$ cat src/rtl/response_collector_if.sv
// Bus bundle between the evaluation controller/consumer and response_collector.
// The controller side drives the store strobe, eval_done and resp_ready; the
// collector side returns the response handshake and status flags.
interface response_collector_if #(
    parameter int NUM_LOOPS = 4,
    parameter int CNT_BITS  = 32
);
    localparam int SEL_W = (NUM_LOOPS > 2) ? $clog2(NUM_LOOPS) : 1;
    localparam int NPAIR = NUM_LOOPS / 2;

    logic                store_response_puf;
    logic [SEL_W-1:0]    select_puf;
    logic [CNT_BITS-1:0] puf_count;
    logic                eval_done;
    logic                resp_ready;
    logic                resp_valid;
    logic [NPAIR-1:0]    response;
    logic                resp_error;
    logic                busy;
    logic                dropped;

    modport master (
        output store_response_puf,
        output select_puf,
        output puf_count,
        output eval_done,
        output resp_ready,
        input  resp_valid,
        input  response,
        input  resp_error,
        input  busy,
        input  dropped
    );

    modport slave (
        input  store_response_puf,
        input  select_puf,
        input  puf_count,
        input  eval_done,
        input  resp_ready,
        output resp_valid,
        output response,
        output resp_error,
        output busy,
        output dropped
    );
endinterface

$ cat src/rtl/response_collector.sv
// Collects averaged TERO loop frequencies, compares loop pairs one per cycle
// once evaluation finishes, and presents the PUF response with a valid/ready
// handshake. Strobes that cannot be honoured are flagged on a sticky output.
// The interface instance must use the same NUM_LOOPS/CNT_BITS as this module.
module response_collector #(
    parameter int NUM_LOOPS = 4,
    parameter int CNT_BITS  = 32,
    parameter int AVG_SHIFT = 12,
    parameter int FREQ_BITS = 20
) (
    input  logic                   clk,
    input  logic                   reset,
    response_collector_if.slave    bus
);
    localparam int SEL_W  = (NUM_LOOPS > 2) ? $clog2(NUM_LOOPS) : 1;
    localparam int NPAIR  = NUM_LOOPS / 2;
    localparam int PAIR_W = (NPAIR > 1) ? $clog2(NPAIR) : 1;
    localparam logic [PAIR_W-1:0] LAST_PAIR = PAIR_W'(NPAIR - 1);

    typedef enum logic [1:0] {
        COLLECT = 2'd0,
        COMPARE = 2'd1,
        OUTPUT  = 2'd2
    } state_t;

    state_t state_reg;
    state_t state_next;

    // FSM decoded controls
    logic collect_en;
    logic start_compare;
    logic compare_en;
    logic finish_compare;
    logic handshake;
    logic busy_o;

    // Evaluation-done edge detection
    logic eval_done_reg;
    logic eval_rise;

    // Capture path
    logic [NUM_LOOPS-1:0] sel_hit;
    logic                 sel_in_range;
    logic                 store_en;
    logic                 drop_event;
    logic [CNT_BITS-1:0]  count_shifted;
    logic [FREQ_BITS-1:0] freq_in;
    logic [FREQ_BITS-1:0] freq_reg [NUM_LOOPS];
    logic [NUM_LOOPS-1:0] captured_reg;

    // Compare path
    logic [PAIR_W-1:0]    pair_reg;
    logic [NPAIR-1:0]     pair_hit;
    logic [SEL_W-1:0]     idx_a;
    logic [SEL_W-1:0]     idx_b;
    logic [FREQ_BITS-1:0] freq_a;
    logic [FREQ_BITS-1:0] freq_b;
    logic                 pair_ok;
    logic                 cmp_bit;

    // Output registers
    logic [NPAIR-1:0]     response_reg;
    logic                 resp_valid_reg;
    logic                 resp_error_reg;
    logic                 dropped_reg;

    // ------------------------------------------------------------------
    // Index decode: one-hot hit per stored loop, and per-pair select for
    // the response bit currently being evaluated. An index beyond the last
    // loop produces no hit, which is how out-of-range strobes are detected.
    // ------------------------------------------------------------------
    genvar gi;
    generate
        for (gi = 0; gi < NUM_LOOPS; gi++) begin : g_sel
            assign sel_hit[gi] = (bus.select_puf == SEL_W'(gi));
        end
        for (gi = 0; gi < NPAIR; gi++) begin : g_pair
            assign pair_hit[gi] = (pair_reg == PAIR_W'(gi));
        end
    endgenerate

    assign sel_in_range = |sel_hit;
    assign eval_rise    = bus.eval_done & ~eval_done_reg;
    assign store_en     = collect_en & bus.store_response_puf & sel_in_range;
    assign drop_event   = bus.store_response_puf & ~(collect_en & sel_in_range);

    // ------------------------------------------------------------------
    // Averaging: divide by the repetition count, clamp to the stored width
    // when the counter has more significant bits than a frequency slot.
    // ------------------------------------------------------------------
    assign count_shifted = bus.puf_count >> AVG_SHIFT;

    generate
        if (CNT_BITS > FREQ_BITS) begin : g_sat
            logic overflow;
            assign overflow = |count_shifted[CNT_BITS-1:FREQ_BITS];
            assign freq_in  = overflow ? {FREQ_BITS{1'b1}} : count_shifted[FREQ_BITS-1:0];
        end else begin : g_nosat
            assign freq_in = FREQ_BITS'(count_shifted);
        end
    endgenerate

    // ------------------------------------------------------------------
    // Pair comparison: a single comparator walks pairs (2k, 2k+1).
    // An incomplete pair forces its bit to 0 and flags an error.
    // ------------------------------------------------------------------
    assign idx_a   = SEL_W'({pair_reg, 1'b0});
    assign idx_b   = idx_a | SEL_W'(1);
    assign freq_a  = freq_reg[idx_a];
    assign freq_b  = freq_reg[idx_b];
    assign pair_ok = captured_reg[idx_a] & captured_reg[idx_b];
    assign cmp_bit = pair_ok & (freq_a > freq_b);

    // ------------------------------------------------------------------
    // FSM: state register
    // ------------------------------------------------------------------
    always_ff @(posedge clk) begin
        if (reset) begin
            state_reg <= COLLECT;
        end else begin
            state_reg <= state_next;
        end
    end

    // FSM: next-state logic
    always_comb begin
        state_next = state_reg;
        case (state_reg)
            COLLECT: if (eval_rise) state_next = COMPARE;
            COMPARE: if (pair_reg == LAST_PAIR) state_next = OUTPUT;
            OUTPUT:  if (resp_valid_reg && bus.resp_ready) state_next = COLLECT;
            default: state_next = COLLECT;
        endcase
    end

    // FSM: decoded controls per state
    always_comb begin
        collect_en     = 1'b0;
        start_compare  = 1'b0;
        compare_en     = 1'b0;
        finish_compare = 1'b0;
        handshake      = 1'b0;
        busy_o         = 1'b0;
        case (state_reg)
            COLLECT: begin
                collect_en    = 1'b1;
                start_compare = eval_rise;
            end
            COMPARE: begin
                busy_o         = 1'b1;
                compare_en     = 1'b1;
                finish_compare = (pair_reg == LAST_PAIR);
            end
            OUTPUT: begin
                busy_o    = 1'b1;
                handshake = resp_valid_reg & bus.resp_ready;
            end
            default: begin
                busy_o = 1'b0;
            end
        endcase
    end

    // Register eval_done every cycle so a held level never looks like a new edge
    always_ff @(posedge clk) begin
        if (reset) begin
            eval_done_reg <= 1'b0;
        end else begin
            eval_done_reg <= bus.eval_done;
        end
    end

    // Frequency storage; last write to an index wins, contents not reset
    always_ff @(posedge clk) begin
        for (int i = 0; i < NUM_LOOPS; i++) begin
            if (store_en && sel_hit[i]) begin
                freq_reg[i] <= freq_in;
            end
        end
    end

    // Track which loops have a valid measurement for the current run
    always_ff @(posedge clk) begin
        if (reset || handshake) begin
            captured_reg <= '0;
        end else if (store_en) begin
            captured_reg <= captured_reg | sel_hit;
        end
    end

    // Pair walk counter
    always_ff @(posedge clk) begin
        if (reset || start_compare) begin
            pair_reg <= '0;
        end else if (compare_en) begin
            pair_reg <= pair_reg + PAIR_W'(1);
        end
    end

    // Response bits are built up one pair per cycle and then held
    always_ff @(posedge clk) begin
        if (reset || start_compare) begin
            response_reg <= '0;
        end else if (compare_en) begin
            response_reg <= response_reg | (pair_hit & {NPAIR{cmp_bit}});
        end
    end

    // Error flag accumulates over all pairs and is cleared by the handshake
    always_ff @(posedge clk) begin
        if (reset || start_compare || handshake) begin
            resp_error_reg <= 1'b0;
        end else if (compare_en && !pair_ok) begin
            resp_error_reg <= 1'b1;
        end
    end

    // Valid rises with the last pair and drops on acceptance
    always_ff @(posedge clk) begin
        if (reset || handshake) begin
            resp_valid_reg <= 1'b0;
        end else if (finish_compare) begin
            resp_valid_reg <= 1'b1;
        end
    end

    // Sticky record of any strobe that could not be stored
    always_ff @(posedge clk) begin
        if (reset) begin
            dropped_reg <= 1'b0;
        end else if (drop_event) begin
            dropped_reg <= 1'b1;
        end
    end

    assign bus.resp_valid = resp_valid_reg;
    assign bus.response   = response_reg;
    assign bus.resp_error = resp_error_reg;
    assign bus.busy       = busy_o;
    assign bus.dropped    = dropped_reg;

endmodule

$ cat src/flat_wrapper.sv
// flat-port wrapper written by rule: the top's interface ports become plain ports
module response_collector_flat 
#(
    parameter int NUM_LOOPS = 4,
    parameter int CNT_BITS  = 32,
    parameter int AVG_SHIFT = 12,
    parameter int FREQ_BITS = 20
)
  (clk, reset, bus_store_response_puf, bus_select_puf, bus_puf_count, bus_eval_done, bus_resp_ready, bus_resp_valid, bus_response, bus_resp_error, bus_busy, bus_dropped);
  response_collector_if #(.NUM_LOOPS(NUM_LOOPS), .CNT_BITS(CNT_BITS)) bus_i ();
  input  logic clk;
  input  logic reset;
  input wire logic [$bits(bus_i.store_response_puf)-1:0] bus_store_response_puf;
  input wire logic [$bits(bus_i.select_puf)-1:0] bus_select_puf;
  input wire logic [$bits(bus_i.puf_count)-1:0] bus_puf_count;
  input wire logic [$bits(bus_i.eval_done)-1:0] bus_eval_done;
  input wire logic [$bits(bus_i.resp_ready)-1:0] bus_resp_ready;
  output wire logic [$bits(bus_i.resp_valid)-1:0] bus_resp_valid;
  output wire logic [$bits(bus_i.response)-1:0] bus_response;
  output wire logic [$bits(bus_i.resp_error)-1:0] bus_resp_error;
  output wire logic [$bits(bus_i.busy)-1:0] bus_busy;
  output wire logic [$bits(bus_i.dropped)-1:0] bus_dropped;
  assign bus_i.store_response_puf = bus_store_response_puf;
  assign bus_i.select_puf = bus_select_puf;
  assign bus_i.puf_count = bus_puf_count;
  assign bus_i.eval_done = bus_eval_done;
  assign bus_i.resp_ready = bus_resp_ready;
  assign bus_resp_valid = bus_i.resp_valid;
  assign bus_response = bus_i.response;
  assign bus_resp_error = bus_i.resp_error;
  assign bus_busy = bus_i.busy;
  assign bus_dropped = bus_i.dropped;
  response_collector #(.NUM_LOOPS(NUM_LOOPS), .CNT_BITS(CNT_BITS), .AVG_SHIFT(AVG_SHIFT), .FREQ_BITS(FREQ_BITS)) u_core (.clk(clk), .reset(reset), .bus(bus_i));
endmodule
$ cat config.mk
export PLATFORM = sky130hd
export DESIGN_NAME = response_collector_flat
export DESIGN_NICKNAME = d
export VERILOG_FILES = /design/src/rtl/response_collector_if.sv /design/src/rtl/response_collector.sv /design/src/flat_wrapper.sv
export SDC_FILE = /design/constraint.sdc
export NUM_CORES = 1
export LEC_CHECK = 0
export ABC_AREA = 0
export CAP_MARGIN = 10
export CORE_ASPECT_RATIO = 1.75
export CORE_UTILIZATION = 40
export DETAILED_ROUTE_END_ITERATION = 8
export PLACE_DENSITY_LB_ADDON = 0.12
export SLEW_MARGIN = 20
export SYNTH_ARGS = -nofsm -noshare
export SYNTH_HDL_FRONTEND = slang
export SYNTH_SLANG_ARGS = --single-unit
$ cat constraint.sdc
create_clock -name clk -period 8.5 [get_ports clk]
set_input_delay 2.125 -clock clk [delete_from_list [all_inputs] [get_ports clk]]
set_output_delay 2.125 -clock clk [all_outputs]
set_load 0.05 [all_outputs]
==> results of run 1 <==
-- critical path: stages, from the launching register on --
cell and delay (ns):
dfxtp_1 0.36, inv_1 0.07, ha_1 0.27, clkdlybuf4s50_1 0.79
-- per-layer routing --
metal	vias to the layer above	track usage, %	routed length (µm)
li1	1001	-	-
met1	1005	13.8	2540
met2	31	26.3	3510
met3	8	3.53	207
met4	0	7.05	137
met5	-	0	0
-- layout make-up --
type                    count  area [µm²]
flip-flops and latches     94        2680
repair buffers             37         358
clock inverters             5        50.0
inverters                   5        18.8
multi-input cells         131        1150
clock buffers              11         233
well taps                 122         153
fillers                   858        4760
-- how the worst min path moves through the flow --
| stage | from | endpoint | slack, ns | depth (start not counted) |
|---|---|---|---|---|
| 2_1_floorplan | u_core.captured_reg[3]$_SDFFE_PP0P_ | u_core.captured_reg[3]$_SDFFE_PP0P_ | 0.43 | 1 |
| 3_3_place_gp | u_core.captured_reg[2]$_SDFFE_PP0P_ | u_core.captured_reg[2]$_SDFFE_PP0P_ | 0.44 | 1 |
| 3_5_place_dp | u_core.captured_reg[2]$_SDFFE_PP0P_ | u_core.captured_reg[2]$_SDFFE_PP0P_ | 0.45 | 1 |
| 4_1_cts | u_core.captured_reg[2]$_SDFFE_PP0P_ | u_core.captured_reg[2]$_SDFFE_PP0P_ | 0.47 | 1 |
| 5_1_grt | u_core.captured_reg[2]$_SDFFE_PP0P_ | u_core.captured_reg[2]$_SDFFE_PP0P_ | 0.48 | 1 |
| 6_report | u_core.captured_reg[0]$_SDFFE_PP0P_ | u_core.captured_reg[0]$_SDFFE_PP0P_ | 0.47 | 1 |
-- metrics by stage --
step	hold slack [ns]	power [mW]	std cells	util, %	instance area (µm²)
finish	0.467	1.05	405	49.4	4650
global route	0.482	1.10	405	49.4	4650
CTS	0.465	1.06	405	49.4	4650
detailed placement	0.451	0.686	389	46.4	4370
global placement	0.442	0.684	389	46.4	4370
floorplan	0.433	0.636	235	-	3860
-- cell usage in the layout, fill, tap and decap left out, drive strengths merged, types with 3 or more instances in the layout --
master,synthesis,routed
a21oi,13,13
buf,1,5
clkbuf,4,11
clkdlybuf4s50,0,32
clkinv,0,3
dfxtp,14,14
edfxtp,80,80
ha,25,25
inv,5,5
mux2,20,20
mux2i,21,21
nand2,6,6
nand3,3,3
nand4,4,4
nor2,8,8
nor2b,3,3
nor3,3,3
o21a,5,5
o21ai,3,3
-- cells by family (layout without fill, tap and decap cells) --
| family | after synthesis | in the layout | synth area share, % |
|---|---|---|---|
| flip-flops | 94 | 94 | 69.5 |
| multiplexers | 41 | 41 | 11.3 |
| AO/OA/AOI/OAI | 32 | 32 | 5.45 |
| AND/OR/NAND/NOR | 32 | 32 | 4.41 |
| adder cells (fa/ha/maj) | 25 | 25 | 8.11 |
| buffers and inverters | 10 | 58 | 0.973 |
| XOR/XNOR | 1 | 1 | 0.227 |
-- power groups by stage --
stage | sequential (mW) | clock, mW | combinational (mW)
global placement | 0.540 | 0 | 0.144
global route | 0.533 | 0.405 | 0.158
CTS | 0.531 | 0.388 | 0.146
finish | 0.531 | 0.379 | 0.141
detailed placement | 0.541 | 0 | 0.145
floorplan | 0.544 | 0 | 0.0915
==> impl_metrics.csv, run 1 <==
group,metric,value,unit
outcome,status,"finished clean",
clock_tree,cts_resized,0,
worst_setup_path,crit_end,"bus_busy",
drt,dr.first_iter.drc_count,65,
synthesis,yosysTopAreaCellShare,62.3,%
clock_tree,postCtsSetupRepairBufs,0,
worst_setup_path,reg2reg_depth,8,
global_routing,track_usage,13.9,%
synthesis,synth.net_count,299,
floorplan,core_area,9410,µm²
cells_and_area,layout-drive-gt1-share,15.5,%
sta,slew_violations,0,
worst_setup_path,reg2reg_slack,5.37,ns
worst_setup_path,end_kind,"primary output",
synthesis,ys_types,33,
power,switching_share,22.7,%
sta,fmax,0.253,GHz
min_path,hold_class,"register to register",
floorplan,num_rows,47,
sta,relSlewSlack,60.0,%
drt,drc,0,
cells_and_area,diodes,0,
sta,setup_tns,0,ns
clock_tree,cts_tree,"yes",
clock_tree,cts_hold_buffers,0,
worst_setup_path,cp_max_fo,3,
sta,worstMarginPinSlew,0.600,ns
synthesis,synth_enable_flop_cells,80,
sta,period_share,46.4,%
clock_tree,clk_latency,0.33,ns
synthesis,postSynthCellCount,235,
placed_design,place_ws,4.77,ns
synthesis,ys_seq_area_share,69.5,%
worst_setup_path,crit_start,"u_core.state_reg[0]$_SDFFE_PP0P_",
synthesis,ys_top_cells_by_count,"edfxtp_1 (80), ha_1 (25), mux2i_1 (21), mux2_2 (20), dfxtp_1 (14)",
synthesis,async_reset_ff_share,0,%
floorplan,dieArea,10100,µm²
power,p_leak,1.59,nW
sta,final_hold_viol_count,0,
floorplan,fp.dieH,132,µm
cells_and_area,layout.nets,342,
clock_tree,cts.sinks,94,
worst_setup_path,arrival,1.82,ns
clock_tree,cts_root_buffer,"clkbuf_16",
synthesis,synth_top_cell_by_area,"edfxtp_1",
drt,routed_via_density,5.05,
power,p_per_area,226,nW/µm²
global_routing,grt_pass1_wl,10300,µm
synthesis,synth-seq-cells,94,
drt,antenna_left,0,
global_routing,grt_pass1_vias,2161,
worst_setup_path,worstSetupStartpointType,"register",
floorplan,fp.dieW,76.2,µm
worst_setup_path,path_class,"register to primary output",
synthesis,synth_area,3860,µm²
synthesis,syn_avg_cell_area,16.4,µm²
cells_and_area,largest_reg_flops,80,
power,p_sw,239,µW
synthesis,synthTopCellsByArea,"edfxtp_1 (62%), ha_1 (8.1%), dfxtp_1 (7.3%)",
power,clkPwrFrac,36.1,%
sta,setup_viol,0,
worst_setup_path,cp.required,6.38,ns
synthesis,ys.flop_type,"edfxtp_1",
clock_tree,clk_pin_slew,0.06,ns
clock_tree,cts_buffers,9,
sta,fin_ws,4.55,ns
clock_tree,clk_path_buf_depth,2,
sta,skew,0.00497,ns
sta,rsz0062_at_grt,"no",
drt,drtPass1Iterations,4,
sta,period_needed,3.95,ns
synthesis,synth.most_common_cell,"edfxtp_1",
drt,num_vias,2045,
global_routing,antenna_found_initial,0,
global_routing,grt_overflow,0,
cells_and_area,area_growth,20.5,%
placed_design,gp_congestion,0.692,
drt,wl_per_cell,15.8,µm
global_routing,grt_start_max_net_pins,41,
power,sequentialPowerShare,50.5,%
run,maxCapViolations,0,
floorplan,io_pins,45,
placed_design,io_buffers,32,
clock_tree,cts.htree.levels,3,
power,ir_drop,0.000152,V
power,power_frac_comb,13.5,%
power,p_int,812,µW
placed_design,dp_hpwl,4140,µm
floorplan,start_util,41.0,%
worst_setup_path,r2r_end,"u_core.bus.response[0]$_SDFFE_PP0P_",
synthesis,yosysWarnings,0,
drt,drt-total-wl,6390,µm
Power figures use the tool's default switching activity.
==> run 2: changes to the inputs <==
Clock period 8.5 ns to 4.11 ns, I/O delays scaled along.
==> run 2 against run 1 <==
Against the previous run:
- register-to-register slack worse by 4.4 ns
- power is 120% higher
- cell count is 0.74% higher
- sequential power is 110% higher
- critical path depth is 5 higher
- combinational power is 110% higher
- highest routed layer unchanged
==> impl_metrics.csv, run 2 (synthesis gave the netlist of run 1 again) <==
group,metric,value,unit
outcome,status,"finished clean",
drt,num_vias,2073,
clock_tree,cts_root_buffer,"clkbuf_16",
drt,drt-total-wl,6440,µm
placed_design,dp_hpwl,4310,µm
placed_design,gp_congestion,0.697,
worst_setup_path,slowest_delay,0.66,ns
drt,routed_via_density,5.08,
worst_setup_path,path_class,"register to register",
cells_and_area,diodes,0,
clock_tree,cts_buffers,9,
floorplan,dieArea,10100,µm²
worst_setup_path,arrival,3.41,ns
min_path,hold_class,"register to register",
global_routing,grt_pass1_vias,2205,
worst_setup_path,cp_cell_sequence,"buf_4 -> mux2_2 -> ha_1 -> nand4_1 -> nor3_1 -> a222oi_1 -> or4b_1 -> a32o_1",
run,maxCapViolations,0,
sta,period_needed,3.18,ns
clock_tree,cts_tree,"yes",
floorplan,io_pins,45,
power,total_power,2.28,mW
floorplan,num_rows,47,
power,p_leak,1.64,nW
power,p_per_area,483,nW/µm²
cells_and_area,layout.nets,345,
sta,period_share,77.5,%
cells_and_area,finish.utilization,50.2,%
global_routing,grt_start_max_net_pins,22,
sta,slew_violations,0,
sta,relSlewSlack,65.1,%
sta,setup_tns,0,ns
worst_setup_path,worst_path_max_delay_cell,"dfxtp_2",
sta,fin_ws,0.927,ns
worst_setup_path,cp_max_fo,18,
placed_design,place_area,4390,µm²
floorplan,start_util,41.0,%
clock_tree,clk_path_buf_depth,2,
floorplan,fp.dieH,132,µm
floorplan,core_area,9410,µm²
sta,worstMarginPinSlew,0.524,ns
clock_tree,postCtsSetupRepairBufs,0,
clock_tree,cts.htree.levels,3,
cells_and_area,final_area,4720,µm²
sta,setup_viol,0,
floorplan,fp.dieW,76.2,µm
placed_design,io_buffers,32,
power,ir_drop,0.000287,V
clock_tree,clk_pin_slew,0.06,ns
sta,rsz0062_at_grt,"no",
clock_tree,cts.sinks,94,
global_routing,grt_overflow,0,
drt,drtPass1Iterations,4,
global_routing,track_usage,14.3,%
cells_and_area,layout_commonest_cell,"edfxtp_1",
cells_and_area,final_cell_mix,"edfxtp_1 (80), clkdlybuf4s50_1 (32), ha_1 (25)",
clock_tree,cts_hold_buffers,0,
worst_setup_path,end_kind,"register",
cells_and_area,largest_reg_flops,80,
cells_and_area,area_growth,22.3,%
sta,skew,0.00577,ns
global_routing,antenna_found_initial,0,
drt,drc,0,
drt,antenna_left,0,
drt,dr.first_iter.drc_count,121,
cells_and_area,layout-drive-gt1-share,17.1,%
worst_setup_path,worstSetupStartpointType,"register",
worst_setup_path,cp.required,4.34,ns
clock_tree,clk_latency,0.34,ns
sta,fmax,0.314,GHz
global_routing,grt_pass1_wl,10500,µm
sta,final_hold_viol_count,0,
drt,wl_per_cell,15.8,µm
clock_tree,cts_resized,0,
placed_design,place_ws,0.896,ns
-- run 2: cell types whose count changed in the layout (fill, tap and decap cells not counted), sizes merged --
cell / before / now
buf: 5 / 8
clkinvlp: 1 / 0
clkbuf: 11 / 14
clkinv: 3 / 1
-- run 2: per-layer routing --
layer  GRT usage [%]  up-vias  part of all wire (%)
met5               0        -                     0
met3            3.60       14                   3.4
met1            14.1     1011                    40
li1                -     1012                     -
met2            26.6       36                    54
met4            8.23        0                   2.5
-- run 2: report_power, final --
| group | internal [mW] | switching [mW] |
|---|---|---|
| sequential | 1.08 | 0.0235 |
| clock | 0.561 | 0.323 |
| combinational | 0.134 | 0.155 |
-- run 2: metrics by stage --
stage	hold WS (ns)	std cells
finish	0.467	408
global route	0.496	408
CTS	0.462	408
detailed placement	0.448	392
global placement	0.444	392
floorplan	0.433	235
-- run 2: worst paths after layout --
| check | startpoint | to | slack, ns | cells past startpoint |
|---|---|---|---|---|
| worst max register to register | register | u_core.bus.response[0]$_SDFFE_PP0P_ | 0.93 | 8 |
| worst max-delay path | register | u_core.bus.response[0]$_SDFFE_PP0P_ | 0.93 | 8 |
| worst min-delay path | u_core.captured_reg[2]$_SDFFE_PP0P_ | u_core.captured_reg[2]$_SDFFE_PP0P_ | 0.47 | 1 |
| worst min register to register | u_core.captured_reg[2]$_SDFFE_PP0P_ | u_core.captured_reg[2]$_SDFFE_PP0P_ | 0.47 | 1 |
-- run 2: worst max-delay path: cells and delay by family (launching register included) --
kind	cells	cell delay, ns
and+or+nand+nor	3	0.82
AOI/OAI and AO/OA	2	0.67
DFF	1	0.66
muxes	1	0.35
adders and majority gates	1	0.31
buffers and inverters	1	0.26
-- run 2: area by class of cell --
class / instances / area (µm²)
flip-flops and latches: 94 / 2680
inverters: 5 / 18.8
well taps: 122 / 153
fillers: 837 / 4690
repair buffers: 40 / 380
multi-input cells: 131 / 1150
clock buffers: 14 / 297
clock inverters: 2 / 35.0
==> run 3: changes to the inputs <==
Clock period 4.11 ns to 3.25 ns, I/O delays scaled along.
==> run 3 against run 2 <==
Against the previous run:
- die area is the same
- critical endpoint unchanged
- register-to-register slack worse by 0.66 ns
- wire length rose by 2.8%
- largest power group unchanged
==> impl_metrics.csv, run 3 (synthesis gave the netlist of run 1 again) <==
group,metric,value,unit
sta,slew_violations,0,
power,p_leak,1.62,nW
run,maxCapViolations,0,
clock_tree,cts_buffers,9,
cells_and_area,final_area,4700,µm²
worst_setup_path,cp.required,3.48,ns
sta,setup_viol,0,
floorplan,core_area,9410,µm²
cells_and_area,layout_commonest_cell,"edfxtp_1",
sta,final_hold_viol_count,0,
clock_tree,clk_path_buf_depth,2,
worst_setup_path,arrival,3.20,ns
sta,setup_tns,0,ns
power,ir_drop,0.000475,V
sta,fmax,0.336,GHz
placed_design,gp_congestion,0.687,
cells_and_area,final_cells,406,
clock_tree,cts_hold_buffers,0,
cells_and_area,final_cell_mix,"edfxtp_1 (80), clkdlybuf4s50_1 (32), ha_1 (25)",
floorplan,start_util,41.0,%
global_routing,track_usage,14.5,%
cells_and_area,layout.nets,343,
cells_and_area,finish.utilization,49.9,%
floorplan,io_pins,45,
cells_and_area,diodes,0,
global_routing,grt_overflow,0,
cells_and_area,fillers,835,
worst_setup_path,path_class,"register to register",
outcome,status,"finished clean",
placed_design,dp_hpwl,4360,µm
drt,wl_per_cell,16.3,µm
drt,dr.first_iter.drc_count,102,
worst_setup_path,cp_max_fo,18,
cells_and_area,multi_input_area,1150,µm²
cells_and_area,area_growth,21.8,%
clock_tree,cts.sinks,94,
floorplan,dieArea,10100,µm²
drt,drt-total-wl,6620,µm
floorplan,fp.dieW,76.2,µm
global_routing,antenna_found_initial,0,
clock_tree,cts_resized,0,
sta,hold_ws,0.465,ns
clock_tree,clk_pin_slew,0.06,ns
cells_and_area,largest_reg_flops,80,
min_path,hold_class,"register to register",
clock_tree,cts_root_buffer,"clkbuf_16",
sta,relSlewSlack,66.1,%
power,p_per_area,609,nW/µm²
floorplan,num_rows,47,
cells_and_area,layout-drive-gt1-share,16.9,%
sta,worstMarginPinSlew,0.507,ns
global_routing,grt_start_max_net_pins,23,
drt,num_vias,2042,
sta,rsz0062_at_grt,"no",
clock_tree,postCtsSetupRepairBufs,0,
global_routing,grt_pass1_wl,10600,µm
drt,drtPass1Iterations,6,
clock_tree,clk_latency,0.34,ns
power,total_power,2.86,mW
clock_tree,cts.htree.levels,3,
sta,fin_ws,0.272,ns
sta,period_share,91.6,%
worst_setup_path,worstSetupStartpointType,"register",
clock_tree,cts_tree,"yes",
placed_design,place_ws,0.272,ns
placed_design,io_buffers,32,
drt,antenna_left,0,
placed_design,dp_cells,390,
sta,period_needed,2.98,ns
drt,routed_via_density,5.03,
global_routing,grt_pass1_vias,2162,
sta,skew,0.00469,ns
floorplan,fp.dieH,132,µm
drt,drc,0,
placed_design,place_area,4390,µm²
worst_setup_path,end_kind,"register",
cells_and_area,regArea,2680,µm²
run 3: cell count changes in the layout (fill, tap and decap cells not counted), moves of 2 or more:
cell,delta
clkbuf_1,-2
clkbuf_16,-2
clkinvlp_4,+2
buf_4,-3
run 3: per-layer routing:
layer / vias up / global-route usage, % / wire length, µm / share of wire, %
met3: 10 / 3.46 / 194 / 2.9
met4: 0 / 7.37 / 144 / 2.2
met5: - / 0 / 0 / 0
li1: 1001 / - / - / -
met2: 34 / 27.2 / 3660 / 55
met1: 997 / 14.4 / 2620 / 40
run 3: worst paths after layout:
path	cells past startpoint	start	endpoint	slack (ns)
setup reg to reg	8	register	u_core.bus.response[0]$_SDFFE_PP0P_	0.27
hold / removal	1	u_core.captured_reg[3]$_SDFFE_PP0P_	u_core.captured_reg[3]$_SDFFE_PP0P_	0.47
setup / recovery	8	register	u_core.bus.response[0]$_SDFFE_PP0P_	0.27
hold reg to reg	1	u_core.captured_reg[3]$_SDFFE_PP0P_	u_core.captured_reg[3]$_SDFFE_PP0P_	0.47
run 3: cell type report:
class                           instances  share of cell area [%]
Multi-Input combinational cell        131                    24.5
Clock inverter                          7                    1.89
Tap cell                              122                    3.25
Timing Repair Buffer                   38                    8.04
Inverter                                5                   0.399
Clock buffer                            9                    4.79
Sequential cell                        94                    57.1
run 3: power by group:
| group | total, mW | switching, mW | internal [mW] |
|---|---|---|---|
| clock network | 1.09 | 0.423 | 0.668 |
| logic | 0.380 | 0.210 | 0.170 |
| registers | 1.39 | 0.0184 | 1.37 |
run 3: critical path, cell delays in order (launching register included):
cell and delay (ns):
dfxtp_2 0.35, buf_4 0.29, mux2_2 0.38, ha_1 0.35, a21oi_2 0.14, o21ai_1 0.09, a222oi_1 0.43, or4b_1 0.55
a32o_1 0.28
